==> config.mk <==
export PLATFORM = sky130hd
export DESIGN_NAME = fp_mul_pipe
export DESIGN_NICKNAME = d
export VERILOG_FILES = /design/src/rtl/fp_mul_pipe.sv
export SDC_FILE = /design/constraint.sdc
export NUM_CORES = 1
export LEC_CHECK = 0
export CAP_MARGIN = 20
export CORE_UTILIZATION = 65
export CTS_BUF_LIST = sky130_fd_sc_hd__clkbuf_8 sky130_fd_sc_hd__clkbuf_16
export DETAILED_ROUTE_END_ITERATION = 6
export PLACE_DENSITY = 0.87
export SLEW_MARGIN = 20
export SYNTH_ARGS = -nofsm -noshare
export SYNTH_HDL_FRONTEND = slang
export SYNTH_SLANG_ARGS = --single-unit
==> constraint.sdc <==
create_clock -name clk -period 5.4 [get_ports clk]
set_input_delay 1.62 -clock clk [delete_from_list [all_inputs] [get_ports clk]]
set_output_delay 1.62 -clock clk [all_outputs]
set_load 0.1 [all_outputs]
==> src/rtl/fp_mul_pipe.sv <==
// 3-stage pipelined floating-point multiplier, valid/ready on both sides.
// Round-to-nearest-even, subnormals flushed to zero on input and output.
module fp_mul_pipe #(
  parameter int EXP_W = 5,
  parameter int MAN_W = 10
) (
  input  logic                   clk,
  input  logic                   rst_n,
  input  logic                   in_valid,
  output logic                   in_ready,
  input  logic [EXP_W+MAN_W:0]   in_a,
  input  logic [EXP_W+MAN_W:0]   in_b,
  output logic                   out_valid,
  input  logic                   out_ready,
  output logic [EXP_W+MAN_W:0]   out_data,
  output logic [3:0]             out_flags
);

  localparam int W    = 1 + EXP_W + MAN_W;
  localparam int EW2  = EXP_W + 2;
  localparam int P    = 2 * MAN_W + 2;
  localparam int BIAS = 2 ** (EXP_W - 1) - 1;
  localparam int EMAX = 2 ** EXP_W - 1;

  localparam logic [2:0] SP_NONE = 3'd0;
  localparam logic [2:0] SP_NAN  = 3'd1;
  localparam logic [2:0] SP_INV  = 3'd2;
  localparam logic [2:0] SP_INF  = 3'd3;
  localparam logic [2:0] SP_ZERO = 3'd4;

  localparam logic [W-1:0] QNAN =
    {1'b0, {EXP_W{1'b1}}, 1'b1, {(MAN_W-1){1'b0}}};

  logic w_en1, w_en2, w_en3;
  logic r_v1, r_v2, r_v3;

  // Bubbles collapse: a stage loads whenever the next one frees up.
  assign w_en3    = !r_v3 | out_ready;
  assign w_en2    = !r_v2 | w_en3;
  assign w_en1    = !r_v1 | w_en2;
  assign in_ready = w_en1;

  // ---------------- S1: classify, exponent sum, mantissa product
  logic [EXP_W-1:0] w_ea, w_eb;
  logic [MAN_W-1:0] w_fa, w_fb;
  logic             w_az, w_bz, w_ai, w_bi, w_an, w_bn;
  logic [2:0]       w_sp1;
  logic [EW2-1:0]   w_exp1;
  logic [P-1:0]     w_prod;

  assign w_ea = in_a[W-2 -: EXP_W];
  assign w_eb = in_b[W-2 -: EXP_W];
  assign w_fa = in_a[MAN_W-1:0];
  assign w_fb = in_b[MAN_W-1:0];
  assign w_az = (w_ea == '0);
  assign w_bz = (w_eb == '0);
  assign w_ai = (&w_ea) & ~(|w_fa);
  assign w_bi = (&w_eb) & ~(|w_fb);
  assign w_an = (&w_ea) & (|w_fa);
  assign w_bn = (&w_eb) & (|w_fb);

  always_comb begin
    w_sp1 = SP_NONE;
    if (w_an | w_bn)
      w_sp1 = SP_NAN;
    else if ((w_ai & w_bz) | (w_az & w_bi))
      w_sp1 = SP_INV;
    else if (w_ai | w_bi)
      w_sp1 = SP_INF;
    else if (w_az | w_bz)
      w_sp1 = SP_ZERO;
  end

  assign w_exp1 = EW2'({2'b00, w_ea}) + EW2'({2'b00, w_eb}) - EW2'(BIAS);
  assign w_prod = P'({1'b1, w_fa}) * P'({1'b1, w_fb});

  logic           r_s1_sign;
  logic [2:0]     r_s1_sp;
  logic [EW2-1:0] r_s1_exp;
  logic [P-1:0]   r_s1_prod;

  always_ff @(posedge clk or negedge rst_n) begin
    if (!rst_n) begin
      r_v1      <= 1'b0;
      r_s1_sign <= 1'b0;
      r_s1_sp   <= SP_NONE;
      r_s1_exp  <= '0;
      r_s1_prod <= '0;
    end else if (w_en1) begin
      r_v1 <= in_valid;
      if (in_valid) begin
        r_s1_sign <= in_a[W-1] ^ in_b[W-1];
        r_s1_sp   <= w_sp1;
        r_s1_exp  <= w_exp1;
        r_s1_prod <= w_prod;
      end
    end
  end

  // ---------------- S2: normalise, extract fraction and G/R/S
  logic           w_msb;
  logic [P-1:0]   w_norm;
  logic [EW2-1:0] w_exp2;

  assign w_msb  = r_s1_prod[P-1];
  assign w_norm = w_msb ? r_s1_prod : {r_s1_prod[P-2:0], 1'b0};
  assign w_exp2 = r_s1_exp + EW2'(w_msb);

  logic             r_s2_sign;
  logic [2:0]       r_s2_sp;
  logic [EW2-1:0]   r_s2_exp;
  logic [MAN_W-1:0] r_s2_frac;
  logic             r_s2_g, r_s2_r, r_s2_s;

  always_ff @(posedge clk or negedge rst_n) begin
    if (!rst_n) begin
      r_v2      <= 1'b0;
      r_s2_sign <= 1'b0;
      r_s2_sp   <= SP_NONE;
      r_s2_exp  <= '0;
      r_s2_frac <= '0;
      r_s2_g    <= 1'b0;
      r_s2_r    <= 1'b0;
      r_s2_s    <= 1'b0;
    end else if (w_en2) begin
      r_v2 <= r_v1;
      if (r_v1) begin
        r_s2_sign <= r_s1_sign;
        r_s2_sp   <= r_s1_sp;
        r_s2_exp  <= w_exp2;
        r_s2_frac <= w_norm[P-2 -: MAN_W];
        r_s2_g    <= w_norm[P-2-MAN_W];
        r_s2_r    <= w_norm[P-3-MAN_W];
        r_s2_s    <= |w_norm[P-4-MAN_W:0];
      end
    end
  end

  // ---------------- S3: round, range check, specials
  logic             w_rup, w_carry, w_ovf, w_unf, w_inx;
  logic [MAN_W-1:0] w_frac3;
  logic [EW2-1:0]   w_exp3;
  logic [W-1:0]     w_res;
  logic [3:0]       w_flg;

  assign w_rup = r_s2_g & (r_s2_r | r_s2_s | r_s2_frac[0]);
  assign {w_carry, w_frac3} = {1'b0, r_s2_frac} + (MAN_W+1)'(w_rup);
  assign w_exp3 = r_s2_exp + EW2'(w_carry);
  assign w_ovf  = !w_exp3[EW2-1] & (w_exp3 >= EW2'(EMAX));
  assign w_unf  = w_exp3[EW2-1] | (w_exp3 == '0);
  assign w_inx  = r_s2_g | r_s2_r | r_s2_s;

  always_comb begin
    w_res = {r_s2_sign, w_exp3[EXP_W-1:0], w_frac3};
    w_flg = {3'b000, w_inx};
    unique case (r_s2_sp)
      SP_NAN: begin
        w_res = QNAN;
        w_flg = 4'b0000;
      end
      SP_INV: begin
        w_res = QNAN;
        w_flg = 4'b1000;
      end
      SP_INF: begin
        w_res = {r_s2_sign, {EXP_W{1'b1}}, {MAN_W{1'b0}}};
        w_flg = 4'b0000;
      end
      SP_ZERO: begin
        w_res = {r_s2_sign, {(W-1){1'b0}}};
        w_flg = 4'b0000;
      end
      default: begin
        if (w_ovf) begin
          w_res = {r_s2_sign, {EXP_W{1'b1}}, {MAN_W{1'b0}}};
          w_flg = 4'b0101;
        end else if (w_unf) begin
          w_res = {r_s2_sign, {(W-1){1'b0}}};
          w_flg = 4'b0011;
        end
      end
    endcase
  end

  logic [W-1:0] r_data;
  logic [3:0]   r_flags;

  always_ff @(posedge clk or negedge rst_n) begin
    if (!rst_n) begin
      r_v3    <= 1'b0;
      r_data  <= '0;
      r_flags <= '0;
    end else if (w_en3) begin
      r_v3 <= r_v2;
      if (r_v2) begin
        r_data  <= w_res;
        r_flags <= w_flg;
      end
    end
  end

  assign out_valid = r_v3;
  assign out_data  = r_data;
  assign out_flags = r_flags;

endmodule

After elaboration in Yosys (flattened, before gate mapping)
Cells that the tools add are included.
Cells by class
  order comparisons: 1
  add/subtract/negate cells: 5
  $mul: 1
  multiplexer cells: 11
  bitwise gates (word level): 23
  equal/unequal tests: 4
  reductions and logical operators: 17
Operator list (count)
  case mux 16 bit (3 select lines): 1
  2-to-1 mux 15 bit: 2
  multiplier 11 x 11 -> 22 bit: 1
  2-to-1 mux 21 bit: 1
  OR reduction 10 bit: 2
  2-to-1 mux 3 bit: 5
  adder 7 x 1 -> 7 bit: 2
  OR 1 bit: 12
  adder 10 x 1 -> 11 bit: 1
  logical NOT 5 bit: 2
  AND reduction 5 bit: 2
  OR reduction 9 bit: 1
  bitwise AND 1 bit: 8
  case mux 4 bit (2 select lines): 1
  >= comparator 7 x 5 -> 1 bit (second input constant): 1
  logical NOT 7 bit: 1
  subtractor 6 x 4 -> 7 bit (second input constant): 1
  adder 5 x 5 -> 6 bit: 1
  == test 3 x 2 -> 1 bit (second input constant): 2
  AND reduction 2 bit: 3
  logical NOT 1 bit: 4
  == test 3 x 1 -> 1 bit (second input constant): 1
  == test 3 bit (second input constant): 1
  OR reduction 3 bit: 1
  4 further kinds: 5
Word-level totals
  register bits after elaboration: 80
  input port bits: 36
  output and inout bits: 22

Logic depth before layout (Yosys ltp)
Gate-level depths: netlist (run 1).
  depth in word-level cells: 10
  gate-level depth with buffers: 19
  gate-level depth less buffers: 18

Worst setup path before layout (run 1)
Ideal clock, no wire load.
  kind: input port to flip-flop
  start point: in in_b[4]
  end point: reg r_s1_prod[21]
  arrival time: 6.076 ns
  data required time: 5.266 ns
  library setup time: 0.134 ns
  slack: -0.810 ns
  cell stages on the path: 19
  cells stage by stage: clkbuf_1 nand2_1 fa_1 inv_1 fa_1 inv_1 fa_1 inv_1 fa_1 inv_1 fa_1 inv_1 ha_1 o21a_1 o21ai_0 a31oi_2 a211oi_2 o21a_1 o211ai_1
On the way
  longest elaborated chain between the ends: 1
RTL lines
  start, declared: RTL line 12  | input logic [EXP_W+MAN_W:0] in_b,
  multiplier 11 x 11 -> 22 bit: RTL line 75  | assign w_prod = P'({1'b1, w_fa}) * P'({1'b1, w_fb});
  end signal, assigned: RTL line 95  | r_s1_prod <= w_prod;
  end, declared: RTL line 80  | logic [P-1:0] r_s1_prod;
Every way passes these cells.
A chain may end at the register's enable or synchronous reset.

Worst setup path in the final report (run 1)
  start point: in in_a[7]
  end point: reg r_s1_prod[15]
On the way
  longest elaborated chain between the ends: 1
RTL lines
  start, declared: RTL line 11  | input logic [EXP_W+MAN_W:0] in_a,
  multiplier 11 x 11 -> 22 bit: RTL line 75
Every way passes these cells.

==> flow_metrics.tcl, run 1 <==
set metrics [dict create \
    grt_max_degree 81 \
    ant_nets 0 \
    hpwl_um 15400 \
    path_clk_slew_ns 0.06 \
    syn_nets 1070 \
    period_share 1.12 \
    grt-ovfl-total 0 \
    drive_above_1_share 0.279 \
    fillers 432 \
    core-area_um2 11600 \
    hold_class "flop to flop" \
    cap_violations 0 \
    powerDensity_nw_per_um2 732 \
    grt_use_total 0.407 \
    period_needed_ns 6.07 \
    htree_levels 3 \
    drtIter0Drc 1279 \
    final_area_um2 10600 \
    cp-start-kind "input port" \
    viasPerCell 6.83 \
    synth_edf_count 0 \
    fin_util 0.912 \
    cts_root_buf "clkbuf_16" \
    syn_inst 880 \
    cts_tree "yes" \
    drtPass1Iterations 7 \
    initial_core_util 0.681 \
    finalHoldViolations 0 \
    synthFlopType "dfrtp_1" \
    antenna_found_initial 0 \
    power_mw 7.75 \
    multi_input_area_um2 5890 \
    syn2layout_area_growth_pct 33.9 \
    io_pins 58 \
    whs_ns 0.497 \
    ir_worst_vdd_mv 0.455 \
    slew-limit-headroom 0.214 \
    worst_pin_slew_ns 1.18 \
    syn_area_um2 7910 \
    violations "DRC, setup timing" \
    die_w_um 112 \
    die_h_um 112 \
    clk_path_buf_depth 2 \
    seqCellArea_um2 2000 \
    status "finished, violations left" \
    critPathMaxFanout 6 \
    clock.fmax_mhz 165 \
    die-area_um2 12600 \
    final_cell_mix "124 x nand2_1, 116 x inv_1, 104 x buf_4, 80 x dfrtp_1, 74 x fa_1" \
    async_flop_share 1.00 \
    endpoint_kind "flop" \
    setup_violations 14 \
    finClkSkew_ns 0.00965 \
    avgSynthCellArea_um2 8.99 \
    rsz0062_at_grt "yes" \
    insertion_delay_ns 0.35 \
    ys_warn_count 0 \
    yosysSeqAreaShare 0.253 \
    crit_arrival_ns 6.22 \
    post_drt_wl_per_cell_um 26.3 \
    p_leak_nw 5.14 \
    io_buffers 57 \
    finalWirelength_um 31200 \
    critPathKind "input port to flop" \
    timing.final.ws_setup_ns -0.674 \
    vias 8092 \
    grt_pass1_vias 7909 \
    slew_viol_final 0 \
    layout_commonest_cell "nand2_1" \
    required_ns 5.55 \
    grt_pass1_wl_um 39500 \
    place_congestion 1.02 \
    fp-row-count 39 \
    synth_seq_cells 80 \
    postPlaceCellArea_um2 9320 \
    antenna_cells 0 \
    synth_cell_type_count 52 \
    cts_buffers 9 \
    hold_buffers 0 \
    final_nets 1228 \
    clock-sinks 80 \
    drc 4 \
]
-- worst max-delay path, stage by stage --
cell      delay [ns]
buf_6           0.11
buf_4           0.13
and2_4          0.15
fa_1            0.57
fa_1            0.45
fa_1            0.50
fa_1            0.53
inv_1           0.05
fa_1            0.54
inv_2           0.06
ha_4            0.24
a21oi_4         0.21
buf_6           0.13
o21bai_2        0.08
a21oi_2         0.26
o41ai_4         0.15
xnor2_1         0.26
o21ai_1         0.15
-- kinds of logic (layout without fill, tap and decap cells) --
family / count (synthesis) / count (layout) / share of synthesized area
adder cells (fa/ha/maj): 154 / 154 / 0.320
flip-flops: 80 / 80 / 0.253
AND/OR/NAND/NOR: 277 / 277 / 0.167
multiplexers: 18 / 18 / 0.0237
XOR/XNOR: 35 / 35 / 0.0388
AO/OA/AOI/OAI: 137 / 137 / 0.111
buffers and inverters: 179 / 341 / 0.0865
-- stage by stage --
stage	instances	setup WS, ns	setup TNS [ns]
final	1185	-0.674	-5.80
after global routing	1185	-0.775	-7.35
after CTS	1166	-0.327	-3.01
after detailed placement	1129	-1.25	-16.34
after global placement	1129	-1.10	-14.16
after floorplan	880	-0.379	-2.45
-- metal layers --
metal	routed length, um	global-route usage	up-vias
met2	14300	0.730	828
met4	3490	0.256	0
met5	0	0	-
li1	-	-	3167
met3	3450	0.0637	337
met1	9960	0.456	3760
-- report_power, final --
part           switching, mW  internal, mW  leakage, nW
registers              0.250         0.817         1.00
clock network          0.267         0.335        0.134
logic                   3.46          2.62         4.00
total                   3.97          3.77         5.14
-- registers in the layout (all words and copies together) (netlist names) --
| name | flops |
|---|---|
| r_s2_g | 1 |
| r_s2_exp | 7 |
| r_v1 | 1 |
| r_s1_exp | 7 |
| r_v2 | 1 |
| r_s2_sign | 1 |
| r_s2_sp | 3 |
| out_flags | 4 |
| r_s1_sign | 1 |
| r_s2_r | 1 |
| r_s2_s | 1 |
| out_data | 16 |
| out_valid | 1 |
| r_s1_prod | 22 |
| r_s1_sp | 3 |
| r_s2_frac | 10 |
-- repair_timing --
item,CTS,global route
buffers inserted,24,24
pin swaps,73,88
resized for setup,169,102
endpoints found under the setup margin,16,14
-- cell type report --
cell class,count,share of cell area
Inverter,141,0.0509
Multi-Input combinational cell,621,0.556
Sequential cell,80,0.189
Clock buffer,11,0.0239
Tap cell,143,0.0169
Clock inverter,4,0.00272
Timing Repair Buffer,185,0.161
-- final timing paths --
check	cells past startpoint	end	start	slack, ns
max in group asynchronous	1	r_s1_prod[3]	rst_n	3.33
worst min register to register	2	out_data[0]	out_data[0]	0.50
min in group asynchronous	1	out_data[0]	rst_n	1.44
worst max register to register	12	out_data[1]	r_s2_frac[2]	1.69
worst min-delay path	2	out_data[0]	out_data[0]	0.50
worst max-delay path	18	r_s1_prod[15]	in_a[7]	-0.67
-- synth_stat cells, drive strengths merged (3+ instances only) --
library cell | number | area, um^2
a211oi | 4 | 35.0
a21o | 12 | 90.1
a21oi | 21 | 105
a31oi | 7 | 50.1
and2 | 43 | 269
and3 | 11 | 68.8
buf | 5 | 31.3
clkbuf | 33 | 124
dfrtp | 80 | 2000
fa | 81 | 1620
ha | 73 | 913
inv | 141 | 529
mux2 | 6 | 67.6
mux2i | 12 | 120
nand2 | 145 | 544
nand2b | 7 | 43.8
nand3 | 18 | 90.1
nand3b | 3 | 35.0
nor2 | 22 | 82.6
nor3 | 6 | 30.0
nor4 | 6 | 37.5
o2111ai | 5 | 43.8
o211ai | 7 | 52.6
o21ai | 59 | 295
o31ai | 4 | 30.0
o41ai | 3 | 33.8
or3 | 3 | 18.8
or4 | 3 | 22.5
xnor2 | 21 | 184
xor2 | 14 | 123
No activity file was read; power rests on OpenSTA's default activity.
==> inputs of run 2 (changes only) <==
Settings changed: ABC_AREA from default to 1, CORE_UTILIZATION 65 to 61, PLACE_DENSITY 0.87 to 0.82.
Clock period 5.4 ns to 5.8 ns, I/O delays scaled along.
==> flow_metrics.tcl, run 2 <==
set metrics [dict create \
    registers.top_by_ff_count "r_s1_prod" \
    cts_root_buf "clkbuf_16" \
    fin_setup_tns_ns 0 \
    critPathMaxFanout 7 \
    syn_nets 1312 \
    avgSynthCellArea_um2 7.43 \
    worst_pin_slew_ns 0.976 \
    htree_levels 3 \
    syn_inst 1122 \
    synth.most_common_cell "nand2_1" \
    path_clk_slew_ns 0.06 \
    status "finished, final reports clean" \
    post_drt_wl_per_cell_um 13.7 \
    grt_pass1_vias 7566 \
    drtPass1Iterations 5 \
    synthFlopType "dfrtp_1" \
    cts_tree "yes" \
    antenna_found_initial 0 \
    final_cell_mix "323 x nand2_1, 239 x inv_1, 80 x fa_1, 80 x dfrtp_1, 78 x buf_4" \
    initial_core_util 0.627 \
    cp-start-kind "input port" \
    grt_use_total 0.289 \
    period_needed_ns 5.71 \
    largest_reg_flops 22 \
    finClkSkew_ns 0.00678 \
    die_w_um 119 \
    final_area_um2 10100 \
    insertion_delay_ns 0.34 \
    hpwl_um 14800 \
    io_pins 58 \
    final_nets 1424 \
    async_flop_share 1.00 \
    drive_above_1_share 0.155 \
    viasPerCell 5.24 \
    layout_commonest_cell "nand2_1" \
    syn_area_um2 8330 \
    syn2layout_area_growth_pct 20.8 \
    ant_nets 0 \
    synth_edf_count 0 \
    powerDensity_nw_per_um2 589 \
    power_mw 5.93 \
    ys_top_cells_by_count "342 x nand2_1, 246 x inv_1, 81 x fa_1, 80 x dfrtp_1, 73 x ha_1" \
    fin_util 0.757 \
    grt-ovfl-total 0 \
    hold_class "flop to flop" \
    grt_max_degree 81 \
    ir_worst_vdd_mv 0.443 \
    drc 0 \
    die_h_um 119 \
    clk_path_buf_depth 2 \
    p_leak_nw 5.65 \
    fillers 967 \
    yosysSeqAreaShare 0.240 \
    synth_cell_type_count 37 \
    cap_violations 0 \
    period_share 0.985 \
    io_buffers 57 \
    crit_arrival_ns 5.93 \
    finalHoldViolations 0 \
    slew_viol_final 0 \
    finalWirelength_um 19300 \
    grt_pass1_wl_um 32900 \
    setup_violations 0 \
    seqCellArea_um2 2000 \
    synth_seq_cells 80 \
    place_congestion 0.899 \
    ys_warn_count 0 \
    yosys.area.top_type "dfrtp_1" \
    drtIter0Drc 438 \
    critPathKind "input port to flop" \
    vias 7415 \
    fp-row-count 42 \
    antenna_cells 0 \
    slew-limit-headroom 0.348 \
    endpoint_kind "flop" \
    whs_ns 0.473 \
    cts_buffers 9 \
    clock-sinks 80 \
    clock.fmax_mhz 175 \
    postPlaceCellArea_um2 9600 \
    required_ns 6.02 \
    core-area_um2 13300 \
    die-area_um2 14100 \
    multi_input_area_um2 5490 \
    synthTopCellsByArea "dfrtp_1 24%, fa_1 19%, nand2_1 15%, inv_1 11%, ha_1 11%" \
    netlist.area_leader.share 0.240 \
]
run 2: cells by family after synthesis:
| group | count (synthesis) | synth area share |
|---|---|---|
| buf+inv | 287 | 0.133 |
| compound gates | 85 | 0.0560 |
| simple gates | 499 | 0.248 |
| flops | 80 | 0.240 |
| fa+ha+maj | 154 | 0.304 |
| xor+xnor | 17 | 0.0188 |
run 2: metal layers:
layer  wire (um)  GRT usage  vias to the layer above
met3         754     0.0307                       58
met4         601      0.103                        0
li1            -          -                     3607
met2       10100      0.540                      217
met5           0          0                        -
met1        7830      0.342                     3533
run 2: critical path: stages:
cell and delay, ns:
clkbuf_2 0.18, nand2_2 0.12, inv_2 0.04, fa_1 0.56
fa_2 0.45, fa_1 0.51, fa_1 0.56, inv_2 0.04
fa_1 0.52, inv_2 0.05, ha_4 0.29, nand2_4 0.07
buf_4 0.15, nor2_1 0.19, o21ai_1 0.17, nand3_1 0.11
nand2_1 0.05, nand3_1 0.06, nand2_1 0.05
run 2: report_power, final:
part	leakage (nW)	switching (mW)	total [mW]	internal (mW)
Sequential	0.995	0.171	0.948	0.777
Combinational	4.51	2.62	4.44	1.82
Clock	0.147	0.216	0.546	0.330
Total	5.65	3.00	5.93	2.93
run 2: cell type report:
class	count	share of cell area
multi-input cells	755	0.545
flip-flops and latches	80	0.199
repair buffers	138	0.112
inverters	250	0.0933
clock buffers	9	0.0224
well taps	176	0.0219
clock inverters	6	0.00609
run 2: worst paths after layout:
check,start,to,slack [ns],cells after the start
min,r_s1_sp[0],r_s2_sp[0],0.47,2
max in group asynchronous,rst_n,r_s1_prod[8],3.86,1
min in group asynchronous,rst_n,r_s1_exp[0],1.42,1
min reg2reg,r_s1_sp[0],r_s2_sp[0],0.47,2
max,in_b[7],r_s1_prod[15],0.09,19
max reg2reg,r_s2_g,out_flags[0],2.63,17
run 2: what timing repair did:
item                                   in CTS  in global routing
endpoints found under the hold margin       0                  0
cloned                                      0                  0
buffers inserted                            1                  3
setup endpoints to repair                  15                 15
hold buffers                                0                  0
pin swaps                                  22                 32
resized for setup                          49                 76
run 2: stage by stage:
stage,setup WS (ns),std cells
2_1_floorplan,0.00123,1122
3_3_place_gp,-0.639,1395
3_5_place_dp,-0.768,1395
4_1_cts,0.0301,1411
5_1_grt,-0.0675,1414
6_report,0.0894,1414
==> inputs of run 3 (changes only) <==
Settings changed: CORE_UTILIZATION 61 to 65, PLACE_DENSITY 0.82 to 0.87, SKIP_CTS_REPAIR_TIMING from default to 1.
Clock period 5.8 ns to 7.2 ns, I/O delays scaled along.
==> flow_metrics.tcl, run 3 (synthesis results as in run 2) <==
set metrics [dict create \
    grt_pass1_wl_um 32200 \
    fp-row-count 40 \
    fin_setup_tns_ns 0 \
    hold_class "flop to flop" \
    die_h_um 115 \
    hpwl_um 14900 \
    required_ns 7.41 \
    timing.final.ws_setup_ns 0.393 \
    initial_core_util 0.680 \
    slew-limit-headroom 0.331 \
    endpoint_kind "flop" \
    final_cell_mix "342 x nand2_1, 248 x inv_1, 81 x fa_1, 80 x dfrtp_1, 73 x ha_1" \
    powerDensity_nw_per_um2 400 \
    clk_path_buf_depth 2 \
    cts_buffers 9 \
    p_leak_nw 5.33 \
    drive_above_1_share 0.0508 \
    cts_tree "yes" \
    whs_ns 0.478 \
    die_w_um 115 \
    antenna_found_initial 0 \
    insertion_delay_ns 0.34 \
    antenna_cells 0 \
    post_drt_wl_per_cell_um 13.6 \
    slew_viol_final 0 \
    cp-start-kind "input port" \
    vias 7085 \
    registers.top_by_ff_count "r_s1_prod" \
    grt_max_degree 81 \
    drtPass1Iterations 7 \
    viasPerCell 5.25 \
    finalWirelength_um 18300 \
    worst_pin_slew_ns 1.00 \
    rsz0062_at_grt "no" \
    path_clk_slew_ns 0.06 \
    setup_violations 0 \
    power_mw 3.77 \
    io_pins 58 \
    grt_use_total 0.308 \
    critPathMaxFanout 7 \
    core-area_um2 12300 \
    io_buffers 57 \
    cts_root_buf "clkbuf_16" \
    htree_levels 3 \
    period_needed_ns 6.81 \
    grt-ovfl-total 0 \
    dp_slack_ns 0.0649 \
    syn2layout_area_growth_pct 13.0 \
    finClkSkew_ns 0.00619 \
    finalHoldViolations 0 \
    place_congestion 0.966 \
    status "finished, final reports clean" \
    clock.fmax_mhz 147 \
    layout_commonest_cell "nand2_1" \
    crit_arrival_ns 7.01 \
    largest_reg_flops 22 \
    grt_pass1_vias 7291 \
    ir_worst_vdd_mv 0.202 \
    period_share 0.945 \
    ant_nets 0 \
    critPathKind "input port to flop" \
    die-area_um2 13300 \
    drc 0 \
    final_nets 1367 \
    cap_violations 0 \
    clock-sinks 80 \
    drtIter0Drc 476 \
]
## run 3: changes by cell type in the layout (fill, tap and decap cells not counted), sizes merged
cell and change:
buf -59, clkdlybuf4s50 +18, clkbuf -15, clkinvlp +3, clkinv -2, clkdlybuf4s15 -1
## run 3: final cells by class
type	instances	area, um^2
Clock buffer	9	225
Clock inverter	7	65.1
Sequential cell	80	2000
Tap cell	168	210
Multi-Input combinational cell	755	5230
Inverter	250	938
Fill cell	950	2850
Timing Repair Buffer	81	746
## run 3: final timing paths
check	cells past startpoint	startpoint	slack, ns	to
min in group asynchronous	1	rst_n	1.97	r_s1_exp[4]
setup / recovery	18	in_a[7]	0.39	r_s1_prod[13]
hold reg to reg	2	r_s1_sp[0]	0.48	r_s2_sp[0]
hold / removal	2	r_s1_sp[0]	0.48	r_s2_sp[0]
max in group asynchronous	1	rst_n	4.56	r_s2_frac[8]
setup reg to reg	17	r_s2_g	3.92	out_flags[0]
## run 3: stage by stage
stage	util	cell area, um^2	std cells
final	0.768	9410	1350
after CTS	0.768	9410	1350
after detailed placement	0.744	9120	1334
after global placement	0.744	9120	1334
after global routing	0.768	9410	1350
after floorplan	-	8330	1122
## run 3: worst max-delay path, cell delays in order
cell and delay, ns:
clkdlybuf4s50_1 0.67, nand2_1 0.13, fa_1 0.54, inv_1 0.05
fa_1 0.52, fa_1 0.44, fa_1 0.54, inv_1 0.05
fa_1 0.53, inv_1 0.04, ha_1 0.35, nand2_1 0.16
inv_1 0.05, a21oi_1 0.21, nand3_1 0.14, or2_2 0.29
nand3_1 0.06, o21ai_1 0.07
## run 3: routing by layer
layer / GRT usage / part of all wire / up-vias
met5: 0 / 0 / -
met4: 0.105 / 0.022 / 0
met3: 0.0448 / 0.042 / 38
met2: 0.574 / 0.53 / 206
met1: 0.361 / 0.41 / 3345
li1: - / - / 3496
## run 3: report_power, final
group | switching [mW] | total (mW) | internal (mW)
sequential | 0.138 | 0.764 | 0.626
combinational | 1.69 | 2.56 | 0.867
clock | 0.176 | 0.441 | 0.265
total | 2.01 | 3.77 | 1.76
==> RTL change 1, RTL diff (flow settings as in run 1) <==
`EXP_W`: 5 -> 6.
--- a/src/rtl/fp_mul_pipe.sv
+++ b/src/rtl/fp_mul_pipe.sv
@@ -1,7 +1,7 @@
 // 3-stage pipelined floating-point multiplier, valid/ready on both sides.
 // Round-to-nearest-even, subnormals flushed to zero on input and output.
 module fp_mul_pipe #(
-  parameter int EXP_W = 5,
+  parameter int EXP_W = 6,
   parameter int MAN_W = 10
 ) (
   input  logic                   clk,
Ports: changed (resized in_a, in_b and out_data); port bits go from 58 to 61. The function was not compared with the original's and may differ.
==> RTL change 1 against run 1 <==
  * The flow still finishes with violations (DRC, setup timing)
  * Area after synthesis increased by 3.7%
  * Design area fell by 2.2%
  * Sequential share of layout area increased by 1.1 points
  * Critical path depth rose by 1
  * Power shrank 12%
  * Wire length decreased by 24%
  * Worst setup slack improved by 0.076 ns
  * Sequential cell count up 3
  * Clock power increased by 10%
  * Critical path type unchanged
  * Critical endpoint is now r_s1_prod[19]
  * Largest power group unchanged
==> RTL change 1: results (changes against run 1) <==
pwr:
  cellLeakagePower_nw: 5.00  # -2.8%
  clk-power_uw: 665  # +10%
  p_int_mw: 3.44  # -8.8%
place:
  globalplace.congestion: 0.911  # -11%
  pre_cts_ws_ns: -1.25  # -0.00521 ns
  portBuffers: 60  # +5.3%
setup_path:
  crit_arrival_ns: 6.21  # about the same
  crit_start: "in_a[5]"
  worst-path-max-fanout: 5  # -1
  reg2regPathDepth: 13  # +1
  r2r-end: "out_data[7]"
  rr_startpoint: "r_s2_g"
synth:
  yosysSeqAreaShare_pct: 25.3  # about the same
  syn-num-nets: 1112  # +3.9%
  yosys-top-cells-area: "dfrtp_1 (25%), fa_1 (20%), ha_1 (11%), nand2_1 (7.2%), inv_1 (6.0%)"
  ys_types: 60  # +15%
  syn_inst: 918  # +4.3%
timing:
  finalHoldWorstSlack_ns: 0.477  # -0.0204 ns
  setup_ws_ns: -0.599  # +0.0755 ns
  finalSetupViolCount: 14  # unchanged
  tightestPinTransition_ns: 0.973  # -0.203 ns
  finalClockSkew_ns: 0.00522  # -0.00443 ns
  tns_ns: -5.82  # -0.0182 ns
cts:
  cts_buffers: 9  # unchanged
finish:
  largest_register_ffs: 22  # unchanged
  final_area_um2: 10400  # -2.2%
  fin_cells: 1228  # +3.6%
  fillers: 634  # +47%
detailed_routing:
  drt-pass1-iter-count: 7  # unchanged
  wl_per_cell_um: 19.3  # -27%
  drc: 3  # -1
  dr.first_iter.drc_count: 779  # -39%
run_status:
  status: "finished with violations"
  violations: "DRC, setup timing"
min_path:
  worstHoldEndpoint: "out_data[0]"
global_routing:
  grt_pass1_wl_mm: 34.5  # -13%
  track_usage_pct: 34.1  # -6.6 points
  grt_max_degree: 84  # +3.7%
-- RTL change 1: worst min-delay path, stage by stage, from the launching register on --
cell     delay, ns
dfrtp_1       0.34
nand2_1       0.06
o21ai_2       0.05
-- RTL change 1: worst max-delay path by stage --
stage	to	slack [ns]	cells past startpoint
final	r_s1_prod[19]	-0.60	19
after global routing	r_s1_prod[19]	-0.68	19
after CTS	r_s1_prod[17]	-0.31	20
after detailed placement	r_s1_prod[16]	-1.25	19
after global placement	r_s1_prod[20]	-1.12	17
after floorplan	r_s1_prod[17]	-0.44	19
-- RTL change 1: kinds of logic after synthesis --
| family | after synthesis | share of synthesized area, % |
|---|---|---|
| fa+ha+maj | 156 | 31.2 |
| buf+inv | 174 | 8.41 |
| mux | 18 | 2.29 |
| simple gates | 312 | 17.7 |
| compound gates | 134 | 10.7 |
| flops | 83 | 25.3 |
| xor+xnor | 41 | 4.38 |
-- RTL change 1: repair_timing --
item                                   CTS  global route
resized for setup                      136            35
buffers inserted                        12             3
setup endpoints to repair               16            15
endpoints found under the hold margin    0             0
pin swaps                               43            31
gates cloned                             1             0
-- RTL change 1: cell type report --
type	count	area share, %
timing repair buffer	168	14.1
clock inverter	5	0.737
clock buffer	11	2.44
tap	168	2.03
inverter	132	4.83
sequential	83	20.0
multi-input combinational	661	55.8
-- RTL change 1: metal layers --
| metal | GRT usage [%] | wire length [µm] | share of wire, % | vias to the layer above |
|---|---|---|---|---|
| li1 | - | - | - | 3255 |
| met1 | 38.2 | 8440 | 36 | 3526 |
| met2 | 63.5 | 12200 | 52 | 496 |
| met3 | 4.08 | 1610 | 6.8 | 157 |
| met4 | 17.9 | 1410 | 5.9 | 0 |
| met5 | 0 | 0 | 0 | - |
==> RTL change 2, RTL diff (flow settings as in run 1) <==
Without the edit above. Put one more register stage on the output `out_flags`, cleared by the reset. The value now appears one clock later. The other outputs are not delayed to match.
--- a/src/rtl/fp_mul_pipe.sv
+++ b/src/rtl/fp_mul_pipe.sv
@@ -201,7 +201,13 @@
 
   assign out_valid = r_v3;
   assign out_data  = r_data;
-  assign out_flags = r_flags;
+  always_ff @(posedge clk or negedge rst_n) begin
+    if (!rst_n) begin
+      out_flags <= '0;
+    end else begin
+      out_flags <= r_flags;
+    end
+  end
 
 endmodule
 
Behaviour: not the same (Yosys sat finds a counterexample within 4 cycles, from zero or initial values and one cycle with rst_n low).
==> RTL change 2 against run 1 <==
  * The run still ends with DRC, setup timing left
  * First-iteration DRC count down 23%
  * Area after synthesis increased by 3.0%
  * Sequential cell count rose by 4
  * Power is 6.3% lower
  * Design area about the same
  * Wire length fell by 12%
  * Worst setup slack got worse by 0.26 ns
  * Sequential power grew 4%
  * Global-route usage fell by 1.6 points
  * Critical path type unchanged
  * Largest power group unchanged
==> RTL change 2: results (changes against run 1) <==
run_status:
  status: "finished with violations"
  violations: "DRC, setup timing"
setup_path:
  rr_startpoint: "r_s2_frac[0]"
  critPathCapture: "r_s1_prod[19]"
  max_stage_delay_ns: 0.59  # +0.02 ns
  crit_arrival_ns: 6.62  # +0.40 ns
  r2r-end: "out_data[8]"
pwr:
  pg_comb_mw: 5.52  # -9.2%
  peakVddDrop_v: 0.000611  # +34%
  p_per_area_nw_per_um2: 686  # -6.2%
  cellLeakagePower_nw: 5.18  # +0.70%
  switchingPower_mw: 3.65  # -8.2%
  seq-power_mw: 1.11  # +4%
cts:
  post_cts_buffers: 25  # +4.2%
  ctsResizeCount: 161  # -4.7%
finish:
  multi_input_cells: 643  # +3.5%
  multi_input_area_share_pct: 55.4  # -0.16 points
  buffers: 179  # -3.2%
  fillers: 514  # +19%
  fin_cells: 1234  # +4.1%
  bufAreaShareNonClock_pct: 14.6  # -1.4 points
  inverters: 144  # +2.1%
detailed_routing:
  vias_per_cell: 6.44  # -5.7%
  drc: 1  # -3
  dr.first_iter.drc_count: 991  # -23%
global_routing:
  grt_pass1_vias: 7857  # -0.66%
  grt_pass1_wl_mm: 38.8  # -1.9%
  track_usage_pct: 39.1  # -1.6 points
  grt_max_degree: 85  # +4.9%
synth:
  yosys-top-cells-area: "dfrtp_1 (26%), fa_1 (20%), ha_1 (11%), inv_1 (6.6%), nand2_1 (6.5%)"
  postSynthAreaPerCell_um2: 8.95  # -0.42%
  syn-num-nets: 1100  # +2.8%
place:
  globalplace.congestion: 0.944  # -7.4%
  place.detailed.hpwl_mm: 14.5  # -6.0%
timing:
  tightestPinTransition_ns: 1.01  # -0.164 ns
  finalSetupViolCount: 14  # unchanged
  setup_ws_ns: -0.938  # -0.264 ns
min_path:
  min_from: "r_flags[1]"
  holdPathStages: 0  # -2
  worstHoldEndpoint: "out_flags[1]"
## RTL change 2: changes by cell type after synthesis, moves of 4 or more
cell / change
dfrtp_1: +4
nand2_1: -4
nand3_1: -4
nand4_1: +5
nor2_1: +6
nor3_1: +6
o211ai_1: -4
o21a_1: +5
o21ai_0: -4
o21ai_1: +4
## RTL change 2: cells by family after synthesis
| group | after synthesis | synth area share [%] |
|---|---|---|
| AND/OR/NAND/NOR | 292 | 17.2 |
| XOR/XNOR | 34 | 3.66 |
| flip-flops | 84 | 25.8 |
| adder cells (fa/ha/maj) | 154 | 31.1 |
| AO/OA/AOI/OAI | 142 | 11.1 |
| buffers and inverters | 183 | 8.46 |
| multiplexers | 21 | 2.69 |
## RTL change 2: per-layer routing
metal  up-vias  part of all wire [%]  track usage [%]
met5         -                     0                0
met4         0                   9.0             26.4
met2       684                    47             65.5
li1       3254                     -                -
met3       255                    11             7.60
met1      3752                    34             45.8
